[src/rtl/decode_pkg.sv]
// Shared RV32I decode definitions: instruction-type codes, base opcodes and the decoded record.
// ILLEGAL_OPCODE_EN selects strict opcode classification in classify().
package decode_pkg;

    localparam int XLEN     = 32;
    localparam int DEC_PC_W = 64;

    localparam logic [2:0] INSTRUCTION_TYPE_R       = 3'b000;
    localparam logic [2:0] INSTRUCTION_TYPE_I       = 3'b001;
    localparam logic [2:0] INSTRUCTION_TYPE_S       = 3'b010;
    localparam logic [2:0] INSTRUCTION_TYPE_U       = 3'b011;
    localparam logic [2:0] INSTRUCTION_TYPE_B       = 3'b100;
    localparam logic [2:0] INSTRUCTION_TYPE_J       = 3'b101;
    localparam logic [2:0] INSTRUCTION_TYPE_ILLEGAL = 3'b111;

    localparam logic [6:0] op     = 7'b0110011;
    localparam logic [6:0] op_imm = 7'b0010011;
    localparam logic [6:0] jalr   = 7'b1100111;
    localparam logic [6:0] load   = 7'b0000011;
    localparam logic [6:0] store  = 7'b0100011;
    localparam logic [6:0] branch = 7'b1100011;
    localparam logic [6:0] lui    = 7'b0110111;
    localparam logic [6:0] auipc  = 7'b0010111;
    localparam logic [6:0] jal    = 7'b1101111;

    typedef struct packed {
        logic [DEC_PC_W-1:0] pc;
        logic [2:0]          instr_type;
        logic [6:0]          opcode;
        logic [4:0]          rd;
        logic [4:0]          rs1;
        logic [4:0]          rs2;
        logic [2:0]          funct3;
        logic [6:0]          funct7;
        logic [XLEN-1:0]     imm;
        logic                illegal;
    } decoded_instr_t;

    function automatic logic [2:0] classify(input logic [6:0] opc);
        logic [2:0] t;
        case (opc)
            op:                  t = INSTRUCTION_TYPE_R;
            op_imm, jalr, load:  t = INSTRUCTION_TYPE_I;
            store:               t = INSTRUCTION_TYPE_S;
            lui, auipc:          t = INSTRUCTION_TYPE_U;
            branch:              t = INSTRUCTION_TYPE_B;
            jal:                 t = INSTRUCTION_TYPE_J;
`ifdef ILLEGAL_OPCODE_EN
            default:             t = INSTRUCTION_TYPE_ILLEGAL;
`else
            // Legacy classifier: unknown opcodes fall through as R-type.
            default:             t = INSTRUCTION_TYPE_R;
`endif
        endcase
        return t;
    endfunction

endpackage

[src/rtl/imm_gen.sv]
// Combinational RV32I immediate builder; R and ILLEGAL types produce zero.
module imm_gen
    import decode_pkg::*;
(
    input  logic [XLEN-1:0] instr,
    input  logic [2:0]      instr_type,
    output logic [XLEN-1:0] imm
);

    logic unused_opcode;
    assign unused_opcode = ^instr[6:0];

    always_comb begin
        imm = '0;
        case (instr_type)
            INSTRUCTION_TYPE_I: imm = {{20{instr[31]}}, instr[31:20]};
            INSTRUCTION_TYPE_S: imm = {{20{instr[31]}}, instr[31:25], instr[11:7]};
            INSTRUCTION_TYPE_B: imm = {{19{instr[31]}}, instr[31], instr[7], instr[30:25],
                                       instr[11:8], 1'b0};
            INSTRUCTION_TYPE_U: imm = {instr[31:12], 12'b0};
            INSTRUCTION_TYPE_J: imm = {{11{instr[31]}}, instr[31], instr[19:12], instr[20],
                                       instr[30:21], 1'b0};
            default:            imm = '0;
        endcase
    end

endmodule

[src/rtl/instr_decode_stage.sv]
// Registered RV32I decode stage: decodes on push, buffers records in a DEPTH-entry FIFO.
// Define ILLEGAL_OPCODE_EN to flag unrecognised opcodes as ILLEGAL instead of R-type.
module instr_decode_stage
    import decode_pkg::*;
#(
    parameter int WORD_SIZE = 32,
    parameter int PC_WIDTH  = 32,
    parameter int DEPTH     = 2
) (
    input  logic                       clk,
    input  logic                       reset,
    input  logic                       flush,
    input  logic                       in_valid,
    output logic                       in_ready,
    input  logic [WORD_SIZE-1:0]       in_instr,
    input  logic [PC_WIDTH-1:0]        in_pc,
    output logic                       out_valid,
    input  logic                       out_ready,
    output logic [PC_WIDTH-1:0]        out_pc,
    output logic [2:0]                 out_instr_type,
    output logic [6:0]                 out_opcode,
    output logic [4:0]                 out_rd,
    output logic [4:0]                 out_rs1,
    output logic [4:0]                 out_rs2,
    output logic [2:0]                 out_funct3,
    output logic [6:0]                 out_funct7,
    output logic [WORD_SIZE-1:0]       out_imm,
    output logic                       out_illegal,
    output logic [$clog2(DEPTH+1)-1:0] occupancy
);

    localparam int OCC_W = $clog2(DEPTH + 1);
    localparam int PTR_W = (DEPTH > 1) ? $clog2(DEPTH) : 1;

    generate
        if (WORD_SIZE != XLEN) begin : g_bad_word
            $error("instr_decode_stage: WORD_SIZE must be 32");
        end
        if (DEPTH < 1 || DEPTH > 16) begin : g_bad_depth
            $error("instr_decode_stage: DEPTH must be in 1..16");
        end
        if (PC_WIDTH < 1 || PC_WIDTH > DEC_PC_W) begin : g_bad_pc
            $error("instr_decode_stage: PC_WIDTH out of range");
        end
    endgenerate

    logic [2:0]      in_type;
    logic [XLEN-1:0] in_imm;
    decoded_instr_t  in_rec;

    assign in_type = classify(in_instr[6:0]);

    imm_gen u_imm_gen (
        .instr      (in_instr),
        .instr_type (in_type),
        .imm        (in_imm)
    );

    always_comb begin
        in_rec            = '0;
        in_rec.pc         = DEC_PC_W'(in_pc);
        in_rec.instr_type = in_type;
        in_rec.opcode     = in_instr[6:0];
        in_rec.rd         = in_instr[11:7];
        in_rec.rs1        = in_instr[19:15];
        in_rec.rs2        = in_instr[24:20];
        in_rec.funct3     = in_instr[14:12];
        in_rec.funct7     = in_instr[31:25];
        in_rec.imm        = in_imm;
`ifdef ILLEGAL_OPCODE_EN
        in_rec.illegal    = (in_type == INSTRUCTION_TYPE_ILLEGAL);
`else
        in_rec.illegal    = 1'b0;
`endif
    end

    decoded_instr_t   mem [DEPTH];
    logic [PTR_W-1:0] wr_ptr, rd_ptr;
    logic [OCC_W-1:0] count;
    logic             push, pop;

    function automatic logic [PTR_W-1:0] next_ptr(input logic [PTR_W-1:0] p);
        return (p == PTR_W'(DEPTH - 1)) ? '0 : p + 1'b1;
    endfunction

    assign in_ready  = (count != OCC_W'(DEPTH));
    assign out_valid = (count != '0);
    assign push      = in_valid && in_ready;
    assign pop       = out_valid && out_ready;
    assign occupancy = count;

    always_ff @(posedge clk) begin
        if (reset || flush) begin
            wr_ptr <= '0;
            rd_ptr <= '0;
            count  <= '0;
        end else begin
            if (push) wr_ptr <= next_ptr(wr_ptr);
            if (pop)  rd_ptr <= next_ptr(rd_ptr);
            case ({push, pop})
                2'b10:   count <= count + 1'b1;
                2'b01:   count <= count - 1'b1;
                default: count <= count;
            endcase
        end
    end

    // Storage needs no reset: the head is masked to zero whenever the queue is empty.
    always_ff @(posedge clk) begin
        if (push && !reset && !flush) mem[wr_ptr] <= in_rec;
    end

    decoded_instr_t out_rec;
    logic           unused_pc;

    assign out_rec        = out_valid ? mem[rd_ptr] : '0;
    assign unused_pc      = ^out_rec.pc;
    assign out_pc         = out_rec.pc[PC_WIDTH-1:0];
    assign out_instr_type = out_rec.instr_type;
    assign out_opcode     = out_rec.opcode;
    assign out_rd         = out_rec.rd;
    assign out_rs1        = out_rec.rs1;
    assign out_rs2        = out_rec.rs2;
    assign out_funct3     = out_rec.funct3;
    assign out_funct7     = out_rec.funct7;
    assign out_imm        = out_rec.imm;
    assign out_illegal    = out_rec.illegal;

endmodule

[config.mk]
export PLATFORM = sky130hd
export DESIGN_NAME = instr_decode_stage
export DESIGN_NICKNAME = d
export VERILOG_FILES = /design/src/rtl/decode_pkg.sv /design/src/rtl/imm_gen.sv /design/src/rtl/instr_decode_stage.sv
export SDC_FILE = /design/constraint.sdc
export NUM_CORES = 1
export LEC_CHECK = 0
export ABC_AREA = 1
export BUFFER_PORTS_ARGS = -buffer_cell sky130_fd_sc_hd__buf_4
export CAP_MARGIN = 20
export CORE_MARGIN = 2
export CORE_UTILIZATION = 49
export DETAILED_ROUTE_END_ITERATION = 7
export PLACE_DENSITY = 0.75
export SYNTH_ARGS = -nofsm -noshare
export SYNTH_HDL_FRONTEND = slang
export SYNTH_SLANG_ARGS = --single-unit
[constraint.sdc]
create_clock -name clk -period 9.1 [get_ports clk]
set_input_delay 1.365 -clock clk [delete_from_list [all_inputs] [get_ports clk]]
set_output_delay 1.365 -clock clk [all_outputs]
set_load 0.02 [all_outputs]
==> flow_summary.toml <==
[detailed_routing]
firstDrtPassIters = 4
drtIter0Drc = 355
final_antenna_net_count = 0
drc = 0
routed_wl_mm = 18.8
num_vias = 5836
vias_per_cell = 5.15
wl_per_cell_um = 16.6

[hold_path]
min_from = "rd_ptr"
hold_class = "reg -> reg"

[clock_tree]
hold_buffers = 0
clk_latency_ps = 490
numCtsBuffers = 22
htreeDepth = 1
postCtsSetupRepairBufs = 0
clk_pin_slew_ps = 60
clock-sinks = 203
cts_tree = "done"
cts_root_buffer = "clkbuf_16"
post_cts_resized = 0
clock_path_buffers = 3

[cells_and_area]
fin_util_pct = 63.4
antenna_cells = 0
final_cell_mix = "nand2_1, edfxtp_1, buf_4"
area_delta_synth_final_pct = 26.0
nets = 968
drive_gt1_share_pct = 25.7
final_common_cell = "nand2_1"

[critical_path]
startpoint = "occupancy[0]"
worstPathRequired_ps = 7740
rr_startpoint = "occupancy[0]"
startpoint_type = "register"
critPathMaxFanout = 63
crit_top_cell = "buf_4"
cp-end-kind = "output port"
max_stage_delay_ps = 720
arrival_ps = 2740
worstSetupPathType = "reg -> out"
slowest_stage = "nor2_4"
cp_num_buf_inv = 2
cpLargestDelayFamily = "buffers and inverters"
cp_cell_sequence = "nor2_4 > buf_4 > a21oi_1 > buf_4"

[placed_design]
dpl.hpwl_mm = 11.6
gp_congestion = 0.830
pre_cts_ws_ps = 5040
placement.io_buffers = 171

[timing]
layout_min_cycle_time_ps = 4100
finalMaxSlewViolations = 0
fin_setup_tns_ps = 0
rsz0062_at_grt = "no"
slew_headroom_pct = 26.8
fin_skew_ps = 12.5
fmax_mhz = 244
hold_viol_final = 0
worst_pin_slew_ps = 1100
setup_ws_ps = 5000
fin_crit_sh_pct = 45.1
finalSetupViolCount = 0
holdWs_ps = 480

[power_and_ir_drop]
power_density_mw_per_mm2 = 196
leakage_nw = 4.12
switching_share_pct = 21.4
pwr-share-clk_pct = 40.9
cell_internal_pwr_mw = 1.63
vdd_drop_max_v = 0.000173
power_switching_mw = 0.444
sequentialPowerShare_pct = 50.7
p_comb_share_pct = 8.4
finalPower_mw = 2.07

[synthesis]
syn_nets = 804
synth_top_area_cell = "edfxtp_1"
synth_area_leaders = "edfxtp_1, nand2_1, a21oi_1"
syn_area_per_cell_um2 = 11.4
synthFlopType = "edfxtp_1"
synthArstFlopShare_pct = 0
synth_edf_count = 198
ys_warn_count = 0
synth_top_cell_area_share_pct = 71.0
syn-instance-count = 733
synth.distinct_cells = 31
ys_ff_latch = 203
synth_area_mm2 = 0.00838
ys_seq_area_share_pct = 72.2

[floorplan]
die_w_um = 135
core-area_mm2 = 0.0166
num_rows = 47
die_h_um = 135
start_util_pct = 50.3
boundaryPins = 173
die_area_mm2 = 0.0182

[global_routing]
grt_overflow = 0
grt_start_max_net_pins = 100
first_global_vias = 5492
antenna_found_initial = 0
grt_pass1_wl_mm = 28.1
grt_use_total_pct = 20.0

[flow_run]
maxCapViolCount = 0

[outcome]
status = "completed"
==> per-stage QoR <==
step / std cells / instance area, um2
after floorplan: 733 / 8380
after global placement: 1092 / 9840
after detailed placement: 1092 / 9840
after CTS: 1132 / 10500
after global routing: 1133 / 10600
final: 1133 / 10600
==> logic make-up (layout without fill, tap and decap cells) <==
kind of cell / count (synthesis) / after routing / synth area share, %
adders and majority gates: 2 / 2 / 0.299
DFF: 203 / 203 / 72.2
and+or+nand+nor: 318 / 318 / 15.3
AOI/OAI and AO/OA: 133 / 133 / 8.38
other: 1 / 1 / 0.0448
buffers and inverters: 76 / 256 / 3.81
==> worst reg2reg max path, cell delays in order, from the launching register on <==
cell and delay [ps]:
dfxtp_1 380, nor2_4 720, buf_4 740, inv_1 170, nand2_1 130, inv_1 50
ha_1 280, inv_1 80, nand2_1 50, nor2_1 130, nor2_1 60, nor3b_1 200
==> synth_stat cells (2+ instances only) <==
| cell type | instances |
|---|---|
| dfxtp_1 | 5 |
| edfxtp_1 | 198 |
| nand2_1 | 259 |
| nand3_1 | 21 |
| o21ai_0 | 2 |
| a21oi_2 | 5 |
| buf_1 | 5 |
| inv_1 | 34 |
| buf_2 | 6 |
| ha_1 | 2 |
| nor2_2 | 5 |
| a21oi_1 | 122 |
| clkbuf_1 | 24 |
| inv_2 | 2 |
| nor2_1 | 20 |
| or2_2 | 2 |
| nand3_2 | 2 |
| nand2_2 | 4 |
| buf_6 | 3 |
==> power by group through the flow <==
stage / Combinational [mW] / Clock, mW / Sequential [mW]
floorplan: 0.0850 / 0 / 1.07
global placement: 0.172 / 0 / 1.07
detailed placement: 0.174 / 0 / 1.07
CTS: 0.175 / 0.864 / 1.05
global route: 0.187 / 0.896 / 1.05
finish: 0.174 / 0.847 / 1.05
==> area by class of cell <==
cell class,instances,area [um2]
Multi-Input combinational cell,454,2040
Clock inverter,11,97.6
Clock buffer,29,598
Tap cell,220,275
Fill cell,1317,6090
Timing Repair Buffer,179,1360
Sequential cell,203,6050
Inverter,37,140
==> state kept, by name (all words and copies together), names as in the netlist, named ones only <==
signal,count
mem,198
occupancy,2
rd_ptr,1
wr_ptr,1
==> routing by layer <==
| layer | GRT usage, % | vias to the layer above | part of all wire, % | wire length (um) |
|---|---|---|---|---|
| met5 | 0 | - | 0 | 0 |
| met4 | 6.02 | 0 | 2.5 | 466 |
| met3 | 4.13 | 32 | 7.0 | 1320 |
| met2 | 33.6 | 194 | 50 | 9320 |
| met1 | 26.3 | 2775 | 41 | 7700 |
| li1 | - | 2835 | - | - |
==> path summary, 6_finish.rpt <==
path                                     end  depth (start not counted)  slack, ps
worst min register to register      register                          2        480
worst max register to register  occupancy[1]                         11       6020
worst min-delay path                register                          2        480
worst max-delay path             out_imm[31]                          4       5000
Note: power is estimated with default switching activity, not from simulation.
